**config.mk**
```make
export PLATFORM = sky130hd
export DESIGN_NAME = fft_output_serializer
export DESIGN_NICKNAME = d
export VERILOG_FILES = /design/src/rtl/fft_output_serializer.sv
export SDC_FILE = /design/constraint.sdc
export NUM_CORES = 1
export LEC_CHECK = 0
export ABC_AREA = 1
export CAP_MARGIN = 30
export CELL_PAD_IN_SITES_DETAIL_PLACEMENT = 0
export CELL_PAD_IN_SITES_GLOBAL_PLACEMENT = 2
export CORE_ASPECT_RATIO = 1.5
export CORE_MARGIN = 2
export CORE_UTILIZATION = 32
export CTS_BUF_LIST = sky130_fd_sc_hd__clkbuf_8
export CTS_CLUSTER_DIAMETER = 120
export DETAILED_ROUTE_END_ITERATION = 10
export PLACE_DENSITY_LB_ADDON = 0.1
export REMOVE_ABC_BUFFERS = 1
export SYNTH_ARGS = -nofsm -noshare
export SYNTH_HDL_FRONTEND = slang
export SYNTH_SLANG_ARGS = --single-unit
```
**constraint.sdc**
```tcl
create_clock -name clk -period 41.8 [get_ports clk]
set_input_delay 6.27 -clock clk [delete_from_list [all_inputs] [get_ports clk]]
set_output_delay 6.27 -clock clk [all_outputs]
set_load 0.01 [all_outputs]
```
**src/rtl/fft_output_serializer.sv**
```systemverilog
// Captures one 32-bin FFT frame in parallel and streams it out bin by bin in natural order
// over a valid/ready handshake, accepting the next frame on the final handshake without a gap.
`timescale 1ns/1ps
module fft_output_serializer #(
  parameter int DATA_WIDTH  = 8,
  parameter int INTEGER     = 4,
  parameter int FRACTION    = 4,
  parameter int BIT_REVERSE = 1
) (
  input  logic                    clk,
  input  logic                    reset,
  input  logic                    capture_en,
  output logic                    capture_ready,
  input  logic [32*DATA_WIDTH-1:0] in_real_bus,
  input  logic [32*DATA_WIDTH-1:0] in_imag_bus,
  output logic                    out_valid,
  input  logic                    out_ready,
  output logic [DATA_WIDTH-1:0]   out_real,
  output logic [DATA_WIDTH-1:0]   out_imag,
  output logic [4:0]              out_index,
  output logic                    frame_done,
  output logic                    overrun,
  input  logic                    clr_overrun
);

  localparam logic [0:0] IDLE   = 1'b0;
  localparam logic [0:0] STREAM = 1'b1;

  // The sample format is carried through untouched; only the total width matters here.
  if (INTEGER + FRACTION != DATA_WIDTH) begin : g_format_check
    $error("fft_output_serializer: INTEGER + FRACTION must equal DATA_WIDTH");
  end

  logic [0:0]              state;
  logic [4:0]              idx;
  logic [32*DATA_WIDTH-1:0] buffer_real;
  logic [32*DATA_WIDTH-1:0] buffer_imag;
  logic [4:0]              sel;
  logic                    handshake;
  logic                    last_beat;
  logic                    accept;

  function automatic logic [4:0] bitrev5(input logic [4:0] v);
    return {v[0], v[1], v[2], v[3], v[4]};
  endfunction

  assign handshake     = (state == STREAM) && out_ready;
  assign last_beat     = (idx == 5'd31);
  assign capture_ready = (state == IDLE) || (handshake && last_beat);
  assign accept        = capture_en && capture_ready;
  assign frame_done    = handshake && last_beat;

  // Outputs come only from the registered buffer and index, and read as zero while idle.
  assign sel       = (BIT_REVERSE != 0) ? bitrev5(idx) : idx;
  assign out_valid = (state == STREAM);
  assign out_index = out_valid ? idx : 5'd0;
  assign out_real  = out_valid ? buffer_real[sel*DATA_WIDTH +: DATA_WIDTH] : '0;
  assign out_imag  = out_valid ? buffer_imag[sel*DATA_WIDTH +: DATA_WIDTH] : '0;

  // A capture on the last handshake takes priority so back-to-back frames have no idle gap.
  always_ff @(posedge clk or posedge reset) begin
    if (reset) begin
      state       <= IDLE;
      idx         <= 5'd0;
      buffer_real <= '0;
      buffer_imag <= '0;
    end else if (accept) begin
      state       <= STREAM;
      idx         <= 5'd0;
      buffer_real <= in_real_bus;
      buffer_imag <= in_imag_bus;
    end else if (handshake) begin
      idx <= idx + 5'd1;
      if (last_beat) begin
        state <= IDLE;
      end
    end
  end

  // A rejected capture wins over a simultaneous clear so no overrun event is lost.
  always_ff @(posedge clk or posedge reset) begin
    if (reset) begin
      overrun <= 1'b0;
    end else if (capture_en && !capture_ready) begin
      overrun <= 1'b1;
    end else if (clr_overrun) begin
      overrun <= 1'b0;
    end
  end

endmodule

```
==> results.yml <==
cts:
  cts_hold_buf: 0
  cts-resized-gates: 0
  path_clk_slew_ps: 60
  cts_made_buffers: 90
  worstSkewPairLatency_ps: 700
  htreeDepth: 3
  cts_sinks: 519
  post-cts-setup-buffers: 0
  clk_path_buf_depth: 3
  cts_tree: "built"
  cts_root_buffer: "clkbuf_8"
grt:
  grt-busiest-layer: "met2"
  grt_overflow: 0
  grt_pass1_wl_um: 142500
  antenna_found_initial: 9
  gr-usage-met1_pct: 29.75
  grt_use_met3_pct: 4.297
  grt_max_degree: 263
  met2_usage_pct: 37.90
  track_usage_pct: 22.65
  grt_pass1_vias: 23470
worst_setup_path:
  cp_data_required_time_ps: 35530
  cp.arrival_ps: 7860
  crit_buf_inv: 2
  worstSetupPathType: "primary input to primary output"
  cp-end-kind: "primary output"
  critPathTopFamily: "buffers and inverters"
  crit_fanout: 4
  path_cells: "clkdlybuf4s50_1 -> nand2_4 -> o21ai_4 -> clkdlybuf4s50_1"
  slowest_delay_ps: 640
  cpMaxStageDelayCell: "clkdlybuf4s50_1"
  start_kind: "primary input"
  cpMostUsedCell: "clkdlybuf4s50_1"
routing:
  wl_um: 94240
  ant_nets: 0
  drc_errors: 0
  vias_per_cell: 4.559
  drt_iter0_drc: 1432
  via_count: 22970
  dr.pass1.iters: 5
  avgRoutedWirePerCell_um: 18.70
die:
  initial_core_util_pct: 32.24
  chipHeight_um: 351.6
  die-area_um2: 82870
  ios: 542
  coreArea_um2: 79930
  die_w_um: 235.7
  rows: 127
synth:
  synthTopCellsByArea: "dfrtp_1 (50%), nand2_1 (20%), inv_1 (7.6%), o21ai_1 (6.4%), nand3_1 (6.3%)"
  yosysSeqAreaShare_pct: 50.39
  synth_cell_types: 23
  synth_top_area_share_pct: 50.39
  syn_area_per_cell_um2: 7.385
  ys_warn_count: 0
  synth_area_leader_cell: "dfrtp_1"
  ys_ff_latch: 519
  netlist_area_um2: 25770
  syn_inst: 3490
sta:
  slew_headroom_pct: 25.77
  drv_slew: 0
  final_hold_viol_count: 0
  worst_pin_slew_ps: 1114
  fmax_mhz: 70.79
  fin_crit_sh_pct: 33.80
  finalSetupViolations: 0
  fin_skew_ps: 13.27
  finalSetupTns_ps: 0
  finalCriticalPeriod_ps: 14130
  rsz0062_at_grt: "false"
final_layout:
  final_nets: 4456
  drive_above_1_share_pct: 4.698
  fin_cells: 5039
  final_util_pct: 41.71
  fin_area_um2: 33340
  area_growth_pct: 29.37
status:
  status: "finished clean"
power:
  p_sw_mw: 0.9622
  p_total_mw: 2.357
  leakagePower_nw: 16.08
  swShare_pct: 40.82
  p_per_area_nw_per_um2: 70.70
  seqPwrFrac_pct: 35.8
  p_comb_share_pct: 43.7
  internal_power_mw: 1.395
  pwr-share-clk_pct: 20.6
  ir_drop_v: 0.00003072
job:
  cap_violations: 0
placement:
  placed_cells: 4877
  postPlaceCellArea_um2: 31480
  gp_congestion: 0.7545
  hpwlAfterDp_um: 61670
  portBuffers: 541
worst_hold_path:
  min_path_type: "flip-flop to flip-flop"
worst register-to-register path, delay by kind of cell (launching register included):
| kind | cells | cell delay, ps |
|---|---|---|
| AO/OA/AOI/OAI | 2 | 430 |
| adder cells (fa/ha/maj) | 1 | 150 |
| flip-flops | 1 | 540 |
| AND/OR/NAND/NOR | 2 | 230 |
| buffers and inverters | 8 | 4370 |
kinds of logic after synthesis:
family,after synthesis,share of synthesized area [%]
buffers and inverters,746,12.95
AO/OA/AOI/OAI,486,9.632
flip-flops,519,50.39
adder cells (fa/ha/maj),2,0.09708
XOR/XNOR,1,0.03399
AND/OR/NAND/NOR,1736,26.89
cells in the mapped netlist:
cell and count:
nand2_1 1340, inv_1 524, dfrtp_1 519, o21ai_1 332, nand3_1 323, o21ai_0 140
nor2_1 71, buf_2 58, clkbuf_1 50, buf_6 43, buf_4 35, buf_1 30
o21ai_2 10, clkinv_1 3, a21oi_1 2, ha_1 2, inv_2 2, buf_8 1
nand2_2 1, nand2_4 1, o21ai_4 1, o22ai_1 1, xor2_1 1
power by group through the flow:
stage	combinational (mW)	sequential, mW	clock [mW]
after global routing	1.19	0.873	0.524
after global placement	1.04	0.849	0
after detailed placement	1.05	0.854	0
final	1.03	0.844	0.484
after CTS	1.06	0.846	0.503
after floorplan	0.691	0.867	0
placed cells by master (no fill, tap or decap), types with 2 or more instances in the layout:
cell             instances
a21oi_1                  2
diode_2                  5
o21ai_0                140
nand2_1               1340
clkinvlp_4               2
ha_1                     2
dfrtp_1                516
o21ai_1                332
dfrtp_4                  2
inv_1                  546
nor2_4                   2
buf_4                   27
clkinv_2                 7
inv_8                    3
o21ai_2                 10
buf_12                   2
inv_2                    3
buf_16                   2
clkdlybuf4s50_1        541
nor2_1                  69
nand3_1                323
clkbuf_8               122
cell type report:
| type | instances | area [µm²] |
|---|---|---|
| Antenna cell | 5 | 12.51 |
| Clock inverter | 35 | 173.9 |
| Fill cell | 8606 | 46590 |
| Timing Repair Buffer | 572 | 5713 |
| Multi-Input combinational cell | 2225 | 9462 |
| Inverter | 529 | 2013 |
| Tap cell | 1032 | 1291 |
| Sequential cell | 519 | 13000 |
| Clock buffer | 122 | 1679 |
path summary, 6_finish.rpt:
path                                 from               end  slack (ps)  depth (start not counted)
setup / recovery                out_ready     capture_ready       27670                          4
hold / removal             buffer_imag[1]    buffer_imag[1]         480                          2
setup reg to reg                   idx[2]   buffer_real[11]       35910                         13
hold reg to reg            buffer_imag[1]    buffer_imag[1]         480                          2
max in group asynchronous           reset  buffer_imag[115]       33490                          4
min in group asynchronous           reset  buffer_real[115]        6050                          2
state kept, by name (all words and copies together), names as in the netlist:
| register | flops |
|---|---|
| idx | 5 |
| buffer_imag | 256 |
| out_valid | 1 |
| overrun | 1 |
| buffer_real | 256 |
stage by stage:
stage | setup WS, ps | hold WS (ps)
after floorplan | 21030 | 449.5
after global placement | 27690 | 463.3
after detailed placement | 27700 | 465.6
after CTS | 27690 | 481.2
after global routing | 27670 | 497.5
final | 27670 | 478.9
per-layer routing:
layer  part of all wire [%]  routed length [µm]
met5                  0.029                  27
met4                    2.4                2221
met3                    5.0                4722
met2                     47               44690
met1                     45               42580
(Power assumes the default switching activity.)
